$ cat src/rtl/calib_pulse_ctr_if.sv
// ---------------------------------------------------------------------------
// calib_pulse_ctr_if
//   Bundles the calibration-pulse monitor's data and control signals.
//
//   PULSE_IN  [NCH]        raw pulse levels, asynchronous to CLK40
//   EN        [NCH]        per-channel count enable
//   DEADTIME  [DEAD_W]     hold-off cycles after each accepted edge
//   CLR_CNT                1-cycle synchronous clear strobe
//   SNAP                   1-cycle snapshot strobe
//   EDGE_OUT  [NCH]        1-cycle flag per accepted edge
//   CNT_OUT   [NCH*CNT_W]  live counters, channel i at [i*CNT_W +: CNT_W]
//   SNAP_OUT  [NCH*CNT_W]  snapshot registers, same packing as CNT_OUT
//   SNAP_VLD               1-cycle pulse, the cycle after SNAP
//   OVF       [NCH]        sticky overflow flags
//
//   master : the controller side (drives pulses and strobes)
//   slave  : the monitor itself
// ---------------------------------------------------------------------------
interface calib_pulse_ctr_if #(
    parameter int unsigned NCH    = 2,
    parameter int unsigned CNT_W  = 12,
    parameter int unsigned DEAD_W = 4
);
    logic [NCH-1:0]       PULSE_IN;
    logic [NCH-1:0]       EN;
    logic [DEAD_W-1:0]    DEADTIME;
    logic                 CLR_CNT;
    logic                 SNAP;
    logic [NCH-1:0]       EDGE_OUT;
    logic [NCH*CNT_W-1:0] CNT_OUT;
    logic [NCH*CNT_W-1:0] SNAP_OUT;
    logic                 SNAP_VLD;
    logic [NCH-1:0]       OVF;

    modport master (
        output PULSE_IN, EN, DEADTIME, CLR_CNT, SNAP,
        input  EDGE_OUT, CNT_OUT, SNAP_OUT, SNAP_VLD, OVF
    );

    modport slave (
        input  PULSE_IN, EN, DEADTIME, CLR_CNT, SNAP,
        output EDGE_OUT, CNT_OUT, SNAP_OUT, SNAP_VLD, OVF
    );
endinterface

$ cat src/rtl/calib_pulse_ctr.sv
// ---------------------------------------------------------------------------
// calib_pulse_ctr
//   Calibration-pulse monitor for NCH channels. Each channel is synchronised
//   to CLK40, edge-detected, filtered by a programmable dead-time and counted
//   in a CNT_W-bit counter (wrap or saturate). A snapshot path copies all
//   counters at once; SNAP together with CLR_CNT is an atomic read-and-clear.
//   The monitored pulses themselves are not touched or delayed.
//
//   Ports:
//     CLK40       40 MHz system clock
//     rst_resync  asynchronous active-high reset (RST or RESYNC)
//     bus         calib_pulse_ctr_if.slave - pulses, enables, dead-time,
//                 strobes in; edge flags, counters, snapshot, overflow out
//
//   Parameters:
//     NCH       number of channels (1..16)
//     CNT_W     counter width (2..32)
//     SATURATE  0 = wrap to 0 on overflow, 1 = hold at all-ones
//     DEAD_W    width of the DEADTIME field
// ---------------------------------------------------------------------------
module calib_pulse_ctr #(
    parameter int unsigned NCH      = 2,
    parameter int unsigned CNT_W    = 12,
    parameter int unsigned SATURATE = 0,
    parameter int unsigned DEAD_W   = 4
) (
    input  logic             CLK40,
    input  logic             rst_resync,
    calib_pulse_ctr_if.slave bus
);

    typedef enum logic {
        ST_IDLE = 1'b0,
        ST_HOLD = 1'b1
    } ch_state_t;

    // Input path: s1/s2 synchroniser, s3 history, r_edge registered edge.
    logic [NCH-1:0]    r_s1;
    logic [NCH-1:0]    r_s2;
    logic [NCH-1:0]    r_s3;
    logic [NCH-1:0]    r_edge;
    logic [1:0]        r_warm;
    logic              w_ready;
    logic [NCH-1:0]    w_raw;

    // Per-channel state.
    ch_state_t         r_state [NCH];
    logic [DEAD_W-1:0] r_hold  [NCH];
    logic [CNT_W-1:0]  r_cnt   [NCH];
    logic [CNT_W-1:0]  r_snap  [NCH];
    logic [NCH-1:0]    r_edge_out;
    logic [NCH-1:0]    r_ovf;
    logic              r_snap_vld;

    // -----------------------------------------------------------------------
    // Synchroniser and edge detect.
    // After reset every stage is 0, so a pulse already high at release would
    // look like a rising edge while it walks through s1/s2. Edges are masked
    // until three clocks after release, by which time s3 holds the synced
    // level and a held-high input can no longer produce an edge.
    // The extra r_edge register fixes the input-to-count latency at 3 clocks
    // after the first high sample.
    // -----------------------------------------------------------------------
    assign w_ready = (r_warm == 2'd3);
    assign w_raw   = r_s2 & ~r_s3 & {NCH{w_ready}};

    always_ff @(posedge CLK40 or posedge rst_resync) begin
        if (rst_resync) begin
            r_s1   <= '0;
            r_s2   <= '0;
            r_s3   <= '0;
            r_edge <= '0;
            r_warm <= '0;
        end else begin
            r_s1   <= bus.PULSE_IN;
            r_s2   <= r_s1;
            r_s3   <= r_s2;
            r_edge <= w_raw;
            if (!w_ready) begin
                r_warm <= r_warm + 2'd1;
            end
        end
    end

    // -----------------------------------------------------------------------
    // Per-channel dead-time FSM and counter.
    // IDLE: accept an enabled edge, count it, load hold-off from DEADTIME.
    // HOLD: count hold-off down regardless of EN; edges are dropped.
    // CLR_CNT wins over an edge accepted in the same cycle.
    // -----------------------------------------------------------------------
    always_ff @(posedge CLK40 or posedge rst_resync) begin
        if (rst_resync) begin
            r_edge_out <= '0;
            r_ovf      <= '0;
            for (int unsigned i = 0; i < NCH; i++) begin
                r_state[i] <= ST_IDLE;
                r_hold[i]  <= '0;
                r_cnt[i]   <= '0;
            end
        end else begin
            for (int unsigned i = 0; i < NCH; i++) begin
                r_edge_out[i] <= 1'b0;
                if (bus.CLR_CNT) begin
                    r_cnt[i]   <= '0;
                    r_ovf[i]   <= 1'b0;
                    r_hold[i]  <= '0;
                    r_state[i] <= ST_IDLE;
                end else begin
                    case (r_state[i])
                        ST_IDLE: begin
                            if (r_edge[i] && bus.EN[i]) begin
                                r_edge_out[i] <= 1'b1;
                                if (r_cnt[i] == '1) begin
                                    r_ovf[i] <= 1'b1;
                                    if (SATURATE == 0) begin
                                        r_cnt[i] <= '0;
                                    end
                                end else begin
                                    r_cnt[i] <= r_cnt[i] + CNT_W'(1);
                                end
                                r_hold[i] <= bus.DEADTIME;
                                if (bus.DEADTIME != '0) begin
                                    r_state[i] <= ST_HOLD;
                                end
                            end
                        end
                        ST_HOLD: begin
                            r_hold[i] <= r_hold[i] - DEAD_W'(1);
                            if (r_hold[i] == DEAD_W'(1)) begin
                                r_state[i] <= ST_IDLE;
                            end
                        end
                        default: begin
                            r_state[i] <= ST_IDLE;
                        end
                    endcase
                end
            end
        end
    end

    // -----------------------------------------------------------------------
    // Snapshot: captures the pre-update counter registers, so SNAP with
    // CLR_CNT reads the values that are being cleared in the same edge.
    // -----------------------------------------------------------------------
    always_ff @(posedge CLK40 or posedge rst_resync) begin
        if (rst_resync) begin
            r_snap_vld <= 1'b0;
            for (int unsigned i = 0; i < NCH; i++) begin
                r_snap[i] <= '0;
            end
        end else begin
            r_snap_vld <= bus.SNAP;
            if (bus.SNAP) begin
                for (int unsigned i = 0; i < NCH; i++) begin
                    r_snap[i] <= r_cnt[i];
                end
            end
        end
    end

    // -----------------------------------------------------------------------
    // Output packing.
    // -----------------------------------------------------------------------
    for (genvar g = 0; g < NCH; g++) begin : g_pack
        assign bus.CNT_OUT[g*CNT_W +: CNT_W]  = r_cnt[g];
        assign bus.SNAP_OUT[g*CNT_W +: CNT_W] = r_snap[g];
    end

    assign bus.EDGE_OUT = r_edge_out;
    assign bus.OVF      = r_ovf;
    assign bus.SNAP_VLD = r_snap_vld;

endmodule

$ cat src/flat_wrapper.sv
// flat-port wrapper written by rule: the top's interface ports become plain ports
module calib_pulse_ctr_flat 
#(
    parameter int unsigned NCH      = 2,
    parameter int unsigned CNT_W    = 12,
    parameter int unsigned SATURATE = 0,
    parameter int unsigned DEAD_W   = 4
)
  (CLK40, rst_resync, bus_PULSE_IN, bus_EN, bus_DEADTIME, bus_CLR_CNT, bus_SNAP, bus_EDGE_OUT, bus_CNT_OUT, bus_SNAP_OUT, bus_SNAP_VLD, bus_OVF);
  calib_pulse_ctr_if #(.NCH(NCH), .CNT_W(CNT_W), .DEAD_W(DEAD_W)) bus_i ();
  input  logic CLK40;
  input  logic rst_resync;
  input wire logic [$bits(bus_i.PULSE_IN)-1:0] bus_PULSE_IN;
  input wire logic [$bits(bus_i.EN)-1:0] bus_EN;
  input wire logic [$bits(bus_i.DEADTIME)-1:0] bus_DEADTIME;
  input wire logic [$bits(bus_i.CLR_CNT)-1:0] bus_CLR_CNT;
  input wire logic [$bits(bus_i.SNAP)-1:0] bus_SNAP;
  output wire logic [$bits(bus_i.EDGE_OUT)-1:0] bus_EDGE_OUT;
  output wire logic [$bits(bus_i.CNT_OUT)-1:0] bus_CNT_OUT;
  output wire logic [$bits(bus_i.SNAP_OUT)-1:0] bus_SNAP_OUT;
  output wire logic [$bits(bus_i.SNAP_VLD)-1:0] bus_SNAP_VLD;
  output wire logic [$bits(bus_i.OVF)-1:0] bus_OVF;
  assign bus_i.PULSE_IN = bus_PULSE_IN;
  assign bus_i.EN = bus_EN;
  assign bus_i.DEADTIME = bus_DEADTIME;
  assign bus_i.CLR_CNT = bus_CLR_CNT;
  assign bus_i.SNAP = bus_SNAP;
  assign bus_EDGE_OUT = bus_i.EDGE_OUT;
  assign bus_CNT_OUT = bus_i.CNT_OUT;
  assign bus_SNAP_OUT = bus_i.SNAP_OUT;
  assign bus_SNAP_VLD = bus_i.SNAP_VLD;
  assign bus_OVF = bus_i.OVF;
  calib_pulse_ctr #(.NCH(NCH), .CNT_W(CNT_W), .SATURATE(SATURATE), .DEAD_W(DEAD_W)) u_core (.CLK40(CLK40), .rst_resync(rst_resync), .bus(bus_i));
endmodule
$ cat config.mk
export PLATFORM = sky130hd
export DESIGN_NAME = calib_pulse_ctr_flat
export DESIGN_NICKNAME = d
export VERILOG_FILES = /design/src/rtl/calib_pulse_ctr_if.sv /design/src/rtl/calib_pulse_ctr.sv /design/src/flat_wrapper.sv
export SDC_FILE = /design/constraint.sdc
export NUM_CORES = 1
export LEC_CHECK = 0
export CORE_MARGIN = 2
export CORE_UTILIZATION = 30
export DETAILED_ROUTE_END_ITERATION = 8
export MAX_ROUTING_LAYER = met4
export PLACE_DENSITY = 0.57
export SLEW_MARGIN = 5
export SYNTH_ARGS = -nofsm -noshare
export SYNTH_HDL_FRONTEND = slang
export SYNTH_SLANG_ARGS = --single-unit
$ cat constraint.sdc
create_clock -name CLK40 -period 2.5 [get_ports CLK40]
set_input_delay 0.625 -clock CLK40 [delete_from_list [all_inputs] [get_ports CLK40]]
set_output_delay 0.625 -clock CLK40 [all_outputs]
set_load 0.02 [all_outputs]
==> results.md, run 1 <==
- CP Buf/Inv Count: 1
- Arr. time, crit path: 1.52 ns
- Detailed Place HPWL: 4740 um
- Core Rows: 37
- Met3 routed WL: 381 um
- Hold buffer count at CTS: 0
- Post-Syn Nets: 294
- Synth top area cells: dfrtp_1 (57%), mux2_2 (9.1%), a211oi_1 (3.0%)
- DR WL met2: 3174 um
- Vias per std cell: 4.820
- Primary FF master, synth: dfrtp_1
- Pwr Total: 2.521 mW
- CTS H-tree depth: 3
- Max stage delay cell, worst path: clkdlybuf4s50_1
- Crit path cell chain: clkdlybuf4s50_1
- Mapped Area: 3207 sq um
- DIE WIDTH: 107.4 um
- Avg WL per Cell: 14.16 um
- Top-area cell type share of the netlist area: 56.96%
- Slew Viols, Final: 0
- IO Port Bufs: 64
- Sequential share of the synthesized area: 56.96%
- # resized after CTS: 0
- Top layer in use: met4
- Power density over the cells: 586.5 nW/um^2
- Layout cells sized above 1: 15.82%
- PnR worst setup slack: 0.3591 ns
- Max cap viols: 0
- Unique masters post-synth: 37
- Crit-path max cell delay: 0.67 ns
- Filler Cells Inserted: 1,027
- Finish-stage setup viols: 0
- Post-Place Worst Slack: 0.1165 ns
- Placed Cells: 474
- Area grow syn2layout: 34.02%
- Final antenna diode count: 0
- Fin. Hold Viols: 0
- RSZ-0062 raised after global routing: false
- Starting density of the core: 30.92%
- Clock buffer depth: 2
- Cell accounting for the most synthesized area: dfrtp_1
- Synth Register Bits: 73
- CTS tree: built
- CTS Root Cell: clkbuf_8
- Die ar.: 11,530 sq um
- Crit end category: primary output
- Post-route insts no fill: 490
- Detailed-routing wirelength on met1: 3320 um
- Peak Freq: 467.1 MHz
- Slew of the pin with the lowest slew margin: 0.4801 ns
- Synth warn: 0
- Initial DRC Count: 85
- Routed wire length: 6938 um
- Mapped Cells: 275
- Clock transition at path regs: 0.08 ns
- Leak pwr: 1.844 nW
- Largest net degree at the start of global routing: 74
- Vias: 2,362
- IO Pins: 65
- Crit start category: flop
- Relative slew slack: 67.17%
- First-pass GRT wire length: 11,810 um
- Hold Crit Class: flop to flop
- Post-CTS Setup Repair Bufs: 0
- Final net count: 368
- Fin crit share: 85.64%
- Critical path required time: 1.88 ns
- Mean Syn Cell Area: 11.66 sq um
- GPL Wtd Cong: 0.8324
- Post-synth EDFFs: 0
- Area of the multi-input gates: 1314 sq um
- CORE AREA: 10,370 sq um
- Register area: 1827 sq um
- # clock sinks: 73
- Remaining Overflow, GRT: 0
- Clk_lat worst skew: 0.34 ns
- GRT Util Overall: 13.38%
- Post-DRT Antenna Nets: 0
- Final hold slack: 0.3520 ns
- Setup tns final: 0 ns
- DR DRC count: 0
- Skew final: 0.004819 ns
- Vias in the first global route: 2,430
- Outcome: complete, no violations
- TritonCTS Buffers: 9
- Peak VDD IR: 0.2806 mV
- Max FO, Critical Path: 7
- Post-synth ARST share: 100.0%
- Die height: 107.4 um
- TritonRoute pass-1 iters: 4
- Initial antenna violation count: 0
- Setup CP Type: flop to primary output
- Critical path's top delay family: buffers and inverters
- Reg2Reg Setup Slack: 0.66 ns
- Tmin final: 2.141 ns
-- layout by cell type, fill, tap and decap left out, drive strengths merged, types with 3 or more instances in the layout --
master / instances
clkbuf: 11
clkdlybuf4s50: 64
or3: 5
and3b: 4
nand2: 15
xor2: 8
nand4: 5
a21oi: 16
xnor2: 9
nand3b: 3
nor2: 25
dfrtp: 73
bufinv: 3
inv: 8
o2111ai: 4
nor3: 7
and3: 6
mux2: 26
a211oi: 13
buf: 8
o21ai: 5
nand3: 8
ha: 7
-- flip-flops by register name, summed over array words and instances (netlist names) --
name,count
u_core.r_state,2
u_core.r_s2,2
u_core.bus.SNAP_OUT,24
u_core.r_s1,2
u_core.r_s3,2
u_core.bus.SNAP_VLD,1
u_core.r_warm,2
u_core.bus.EDGE_OUT,2
u_core.bus.CNT_OUT,24
u_core.r_hold,8
u_core.r_edge,2
u_core.bus.OVF,2
-- layout make-up --
| cell class | count | area share (%) |
|---|---|---|
| Inverter | 8 | 0.6987 |
| Tap cell | 136 | 3.959 |
| Timing Repair Buffer | 72 | 16.59 |
| Sequential cell | 73 | 42.50 |
| Multi-Input combinational cell | 185 | 30.57 |
| Clock inverter | 5 | 2.387 |
| Clock buffer | 11 | 3.290 |
-- cells in the mapped netlist, types with 7 or more instances --
master and n:
dfrtp_1 73, a21oi_1 16, nor3_1 7, ha_1 7
nor2_1 25, nand2_1 15, a211oi_1 13, mux2_2 26
xnor2_1 9, nand3_1 8, inv_1 8, xor2_1 8
-- per-stage QoR --
stage | instance area, sq um | utilization, %
after global placement | 4054 | 39.09
after detailed placement | 4054 | 39.09
after floorplan | 3207 | -
final | 4298 | 41.45
after global routing | 4298 | 41.45
after CTS | 4298 | 41.45
-- path summary, 6_finish.rpt --
kind | startpoint | cells after the start | end
setup reg to reg | u_core.r_state[0] | 4 | u_core.bus.CNT_OUT[23]
setup / recovery | u_core.bus.CNT_OUT[18] | 1 | bus_CNT_OUT[18]
hold / removal | u_core.r_s1[1] | 0 | u_core.r_s2[1]
hold reg to reg | u_core.r_s1[1] | 0 | u_core.r_s2[1]
min in group asynchronous | rst_resync | 3 | u_core.r_s1[1]
max in group asynchronous | rst_resync | 3 | u_core.bus.CNT_OUT[11]
-- routing by layer --
layer | global-route usage [%] | vias up
met3 | 4.600 | 4
li1 | - | 1144
met4 | 3.938 | 0
met5 | - | -
met1 | 17.23 | 1159
met2 | 20.07 | 55
-- power breakdown --
| group | switching [mW] | total, mW | internal [mW] |
|---|---|---|---|
| registers | 0.0248 | 1.23 | 1.20 |
| clock network | 0.434 | 1.12 | 0.689 |
| logic | 0.0935 | 0.169 | 0.0755 |
-- logic make-up (layout without fill, tap and decap cells) --
logic type	after synthesis	count (layout)	share of synthesized area (%)
buffers and inverters	17	96	2.067
flip-flops	73	73	56.96
XOR/XNOR	17	17	4.643
multiplexers	26	26	9.130
AO/OA/AOI/OAI	51	51	10.92
AND/OR/NAND/NOR	84	84	13.54
adder cells (fa/ha/maj)	7	7	2.731
(Power assumes the default switching activity.)
==> run 2: changes to the inputs <==
--- a/config.mk
+++ b/config.mk
@@ -5,6 +5,7 @@
 export SDC_FILE = /design/constraint.sdc
 export NUM_CORES = 1
 export LEC_CHECK = 0
+export ABC_AREA = 1
 export CORE_MARGIN = 2
 export CORE_UTILIZATION = 30
 export DETAILED_ROUTE_END_ITERATION = 8
==> results.md, run 2 <==
- Hold buffer count at CTS: 0
- Most common cell after layout, fill and taps aside: dfrtp_1
- CTS tree: built
- Power density over the cells: 559.0 nW/um^2
- Commonest cells in the netlist: dfrtp_1 (73), nand2_1 (70), nor2_1 (53)
- Area grow syn2layout: 30.69%
- Most frequent cells in the layout: dfrtp_1 (73), nand2_1 (70), clkdlybuf4s50_1 (64)
- Critical path required time: 1.88 ns
- Max cap viols: 0
- Starting density of the core: 30.84%
- Clock transition at path regs: 0.07 ns
- Die ar.: 12,000 sq um
- CP Buf/Inv Count: 1
- First-pass GRT wire length: 12,980 um
- Crit-path max cell delay: 0.67 ns
- Mapped Area: 3343 sq um
- Max FO, Critical Path: 7
- Outcome: complete, no violations
- Cell accounting for the most synthesized area: dfrtp_1
- Primary FF master, synth: dfrtp_1
- DIE WIDTH: 109.6 um
- Sequential share of the synthesized area: 54.64%
- Post-synth EDFFs: 0
- Filler Cells Inserted: 1,118
- Post-CTS Setup Repair Bufs: 0
- Synth warn: 0
- Setup tns final: 0 ns
- Slew Viols, Final: 0
- Post-DRT Antenna Nets: 0
- Most frequent cell after synthesis: dfrtp_1
- Unique masters post-synth: 30
- Final Util: 40.30%
- Arr. time, crit path: 1.51 ns
- IO Pins: 65
- Mapped Cells: 368
- R2R Path End: u_core.bus.CNT_OUT[21]
- Final hold slack: 0.3520 ns
- Final antenna diode count: 0
- WHS Endpoint: u_core.r_s2[1]
- Layout cells sized above 1: 10.79%
- Vias in the first global route: 2,667
- GPL Wtd Cong: 0.8845
- Pwr Total: 2.442 mW
- Hold Path Cell Cnt: 0
- Crit start category: flop
- GRT Util Overall: 14.32%
- Crit end category: primary output
- Synth top area cells: dfrtp_1 (55%), nand2_1 (7.9%), nor2_1 (6.0%)
- CTS H-tree depth: 3
- DR DRC count: 0
- Post-synth ARST share: 100.0%
- R2R Path Start: u_core.bus.CNT_OUT[13]
- Design Area, Final: 4369 sq um
- Hold Crit Class: flop to flop
- Peak Freq: 468.8 MHz
- Synth Register Bits: 73
- Clock buffer depth: 2
- Finish-stage setup viols: 0
- Routed wire length: 7758 um
- Core Rows: 38
- Skew final: 0.006493 ns
- RSZ-0062 raised after global routing: false
- Initial DRC Count: 111
- Relative slew slack: 73.78%
- Setup CP Type: flop to primary output
- Vias per std cell: 4.549
- Crit path cell chain: clkdlybuf4s50_1
- Peak VDD IR: 0.3702 mV
- # clock sinks: 73
- Mean Syn Cell Area: 9.085 sq um
- Remaining Overflow, GRT: 0
- Die height: 109.6 um
- Vias: 2,661
- Initial antenna violation count: 0
- Post-Syn Nets: 387
- Final net count: 459
- # resized after CTS: 0
- Worst hold start: u_core.r_s1[1]
- Register area: 1827 sq um
- Fin crit share: 85.32%
- Detailed Place HPWL: 5636 um
- Leak pwr: 1.994 nW
- Max stage delay cell, worst path: clkdlybuf4s50_1
- Reg2Reg Setup Slack: 0.96 ns
- Placed cell area: 4173 sq um
- Avg WL per Cell: 13.26 um
- CTS Root Cell: clkbuf_8
- R2R depth: 8
- Fin. Hold Viols: 0
- Clk_lat worst skew: 0.34 ns
- Tmin final: 2.133 ns
- Largest net degree at the start of global routing: 74
- Slew of the pin with the lowest slew margin: 0.3897 ns
- TritonCTS Buffers: 9
- TritonRoute pass-1 iters: 4
- CORE AREA: 10,840 sq um
- Area of the multi-input gates: 1318 sq um
- IO Port Bufs: 64
- Critical path's top delay family: buffers and inverters
- Top-area cell type share of the netlist area: 54.64%
==> run 2: cell types whose count changed after synthesis, sizes merged, moves of 11 or more <==
cell / change
nor2: +31
mux2: -16
inv: +36
nand3: +17
o21ai: +11
nand2: +64
a211oi: -13
==> run 2: cell families after synthesis <==
| group | count (synthesis) | synth area share [%] |
|---|---|---|
| buffers and inverters | 50 | 5.951 |
| multiplexers | 10 | 3.368 |
| AND/OR/NAND/NOR | 171 | 22.79 |
| flip-flops | 73 | 54.64 |
| AO/OA/AOI/OAI | 47 | 8.009 |
| XOR/XNOR | 10 | 2.620 |
| adder cells (fa/ha/maj) | 7 | 2.620 |
==> run 2: worst max path at each step <==
stage / start / endpoint / slack (ns) / depth (start not counted)
floorplan: rst_resync / u_core.bus.CNT_OUT[0] / 0.02 / 1
global placement: bus_CLR_CNT / u_core.bus.CNT_OUT[14] / 0.32 / 8
detailed placement: bus_CLR_CNT / u_core.bus.CNT_OUT[14] / 0.28 / 8
CTS: u_core.bus.CNT_OUT[8] / bus_CNT_OUT[8] / 0.34 / 1
global route: u_core.bus.CNT_OUT[8] / bus_CNT_OUT[8] / 0.31 / 1
finish: u_core.bus.CNT_OUT[8] / bus_CNT_OUT[8] / 0.37 / 1
==> run 2: power by group <==
group	switching, mW	leakage [nW]	internal, mW	total (mW)
clock	0.435	0.0953	0.485	0.920
sequential	0.0308	0.961	1.22	1.25
combinational	0.157	0.938	0.110	0.267
==> run 2: area by class of cell <==
class                      instances  share of cell area (%)
clock buffer                      11                   3.236
multi-input combinational        245                   30.15
inverter                          44                   3.780
sequential                        73                   41.81
timing repair buffer              67                   15.75
clock inverter                     5                   1.260
tap                              140                   4.009
==> run 2: through the flow <==
stage,std cells,setup WS (ns)
CTS,585,0.3386
floorplan,368,0.02173
global route,585,0.3071
detailed placement,569,0.2808
finish,585,0.3670
global placement,569,0.3227
==> run 2: layer usage <==
layer | global-route usage [%] | routed length [um] | vias to the layer above
met2 | 23.10 | 3721 | 66
met5 | - | 0 | -
met3 | 4.090 | 416 | 4
li1 | - | - | 1340
met4 | 3.255 | 38 | 0
met1 | 17.91 | 3582 | 1251
==> run 3: changes to the inputs <==
--- a/config.mk
+++ b/config.mk
@@ -5,12 +5,13 @@
 export SDC_FILE = /design/constraint.sdc
 export NUM_CORES = 1
 export LEC_CHECK = 0
-export ABC_AREA = 1
 export CORE_MARGIN = 2
 export CORE_UTILIZATION = 30
+export CTS_BUF_LIST = sky130_fd_sc_hd__clkbuf_8
 export DETAILED_ROUTE_END_ITERATION = 8
 export MAX_ROUTING_LAYER = met4
 export PLACE_DENSITY = 0.57
+export SKIP_CTS_REPAIR_TIMING = 1
 export SLEW_MARGIN = 5
 export SYNTH_ARGS = -nofsm -noshare
 export SYNTH_HDL_FRONTEND = slang
==> results.md, run 3 (same netlist as run 1, synthesis figures left out) <==
- IO Pins: 65
- Detailed Place HPWL: 4740 um
- Die height: 107.4 um
- Sw frac: 21.93%
- IO Port Bufs: 64
- Arr. time, crit path: 1.52 ns
- Slew of the pin with the lowest slew margin: 0.4801 ns
- GPL Wtd Cong: 0.8324
- Placed Cells: 474
- TritonCTS Buffers: 9
- Area of the multi-input gates: 1314 sq um
- Fin crit share: 85.63%
- Sequential share of power: 48.8%
- Peak Freq: 467.2 MHz
- Vias per std cell: 4.818
- CTS H-tree depth: 3
- # clock sinks: 73
- Fin. Hold Viols: 0
- Max FO, Critical Path: 7
- CP Buf/Inv Count: 1
- Post-DRT Antenna Nets: 0
- Vias in the first global route: 2,430
- Final net count: 368
- DIE WIDTH: 107.4 um
- RSZ-0062 raised after global routing: false
- Power density over the cells: 585.5 nW/um^2
- Tmin final: 2.141 ns
- Most common cell after layout, fill and taps aside: dfrtp_1
- Die ar.: 11,530 sq um
- PnR worst setup slack: 0.3594 ns
- Clk_lat worst skew: 0.34 ns
- First-pass GRT wire length: 11,810 um
- Slew Viols, Final: 0
- Layout cells sized above 1: 15.82%
- DR DRC count: 0
- Final antenna diode count: 0
- Most frequent cells in the layout: dfrtp_1 (73), clkdlybuf4s50_1 (64), mux2_2 (26)
- Int Power: 1.965 mW
- Crit end category: primary output
- CORE AREA: 10,370 sq um
- CTS Root Cell: clkbuf_8
- Leak pwr: 1.848 nW
- Filler Cells Inserted: 1,027
- Avg WL per Cell: 14.16 um
- Clock transition at path regs: 0.08 ns
- Finish-stage setup viols: 0
- P_sw: 0.5518 mW
- Clock buffer depth: 2
- Routed wire length: 6937 um
- Vias: 2,361
- Area grow syn2layout: 34.02%
- Setup tns final: 0 ns
- Largest net degree at the start of global routing: 74
- Critical path's top delay family: buffers and inverters
- Crit path cell chain: clkdlybuf4s50_1
- Initial antenna violation count: 0
- GRT Util Overall: 13.38%
- Logic gate share of total power: 6.7%
- Critical path required time: 1.88 ns
- Max cap viols: 0
- Remaining Overflow, GRT: 0
- Max stage delay cell, worst path: clkdlybuf4s50_1
- Peak VDD IR: 0.2803 mV
- TritonRoute pass-1 iters: 4
- Crit start category: flop
- Skew final: 0.004858 ns
- Core Rows: 37
- Crit-path max cell delay: 0.67 ns
- Pwr Total: 2.516 mW
- Outcome: complete, no violations
- Hold Crit Class: flop to flop
- Register area: 1827 sq um
- Post-Place Worst Slack: 0.1165 ns
- Post-route insts no fill: 490
- Share of total power in the clock network: 44.4%
- Relative slew slack: 67.17%
- CTS tree: built
- Starting density of the core: 30.92%
- Setup CP Type: flop to primary output
- Initial DRC Count: 85
- Final hold slack: 0.3520 ns
[run 3: cell count changes in the layout (fill, tap and decap cells not counted), moves of 9 or more]
cell / previous run / this run
inv_1: 37 / 8
mux2_2: 10 / 26
nor2_1: 53 / 25
nand3_1: 25 / 8
a211oi_1: 0 / 13
nand2_1: 70 / 15
o21ai_0: 14 / 5
[run 3: final timing paths]
| kind | start | end | slack [ns] | cells past startpoint |
|---|---|---|---|---|
| setup / recovery | u_core.bus.CNT_OUT[18] | bus_CNT_OUT[18] | 0.36 | 1 |
| hold / removal | u_core.r_s1[1] | u_core.r_s2[1] | 0.35 | 0 |
| setup reg to reg | u_core.r_state[0] | u_core.bus.CNT_OUT[23] | 0.66 | 4 |
| hold reg to reg | u_core.r_s1[1] | u_core.r_s2[1] | 0.35 | 0 |
| max in group asynchronous | rst_resync | u_core.bus.CNT_OUT[11] | 1.52 | 3 |
| min in group asynchronous | rst_resync | u_core.r_s1[1] | 0.67 | 3 |
[run 3: area by class of cell]
class	instances	share of cell area, %
well taps	136	3.959
clock buffers	10	3.202
clock inverters	6	2.475
repair buffers	72	16.59
inverters	8	0.6987
flip-flops and latches	73	42.50
multi-input cells	185	30.57
[run 3: metal layers]
| layer | GRT usage [%] | routed length, um |
|---|---|---|
| met1 | 17.23 | 3319 |
| met2 | 20.07 | 3172 |
| met3 | 4.600 | 381 |
| met4 | 3.938 | 63 |
| met5 | - | 0 |
[run 3: power by group through the flow]
stage	Sequential (mW)	Clock [mW]	Combinational, mW
2_1_floorplan	1.25	0	0.102
3_3_place_gp	1.25	0	0.169
3_5_place_dp	1.25	0	0.173
4_1_cts	1.23	1.15	0.173
5_1_grt	1.23	1.20	0.191
6_report	1.23	1.12	0.169
[run 3: metrics by stage]
stage	util [%]	area, sq um
after floorplan	-	3207
after global placement	39.09	4054
after detailed placement	39.09	4054
after CTS	41.45	4298
after global routing	41.45	4298
final	41.45	4298
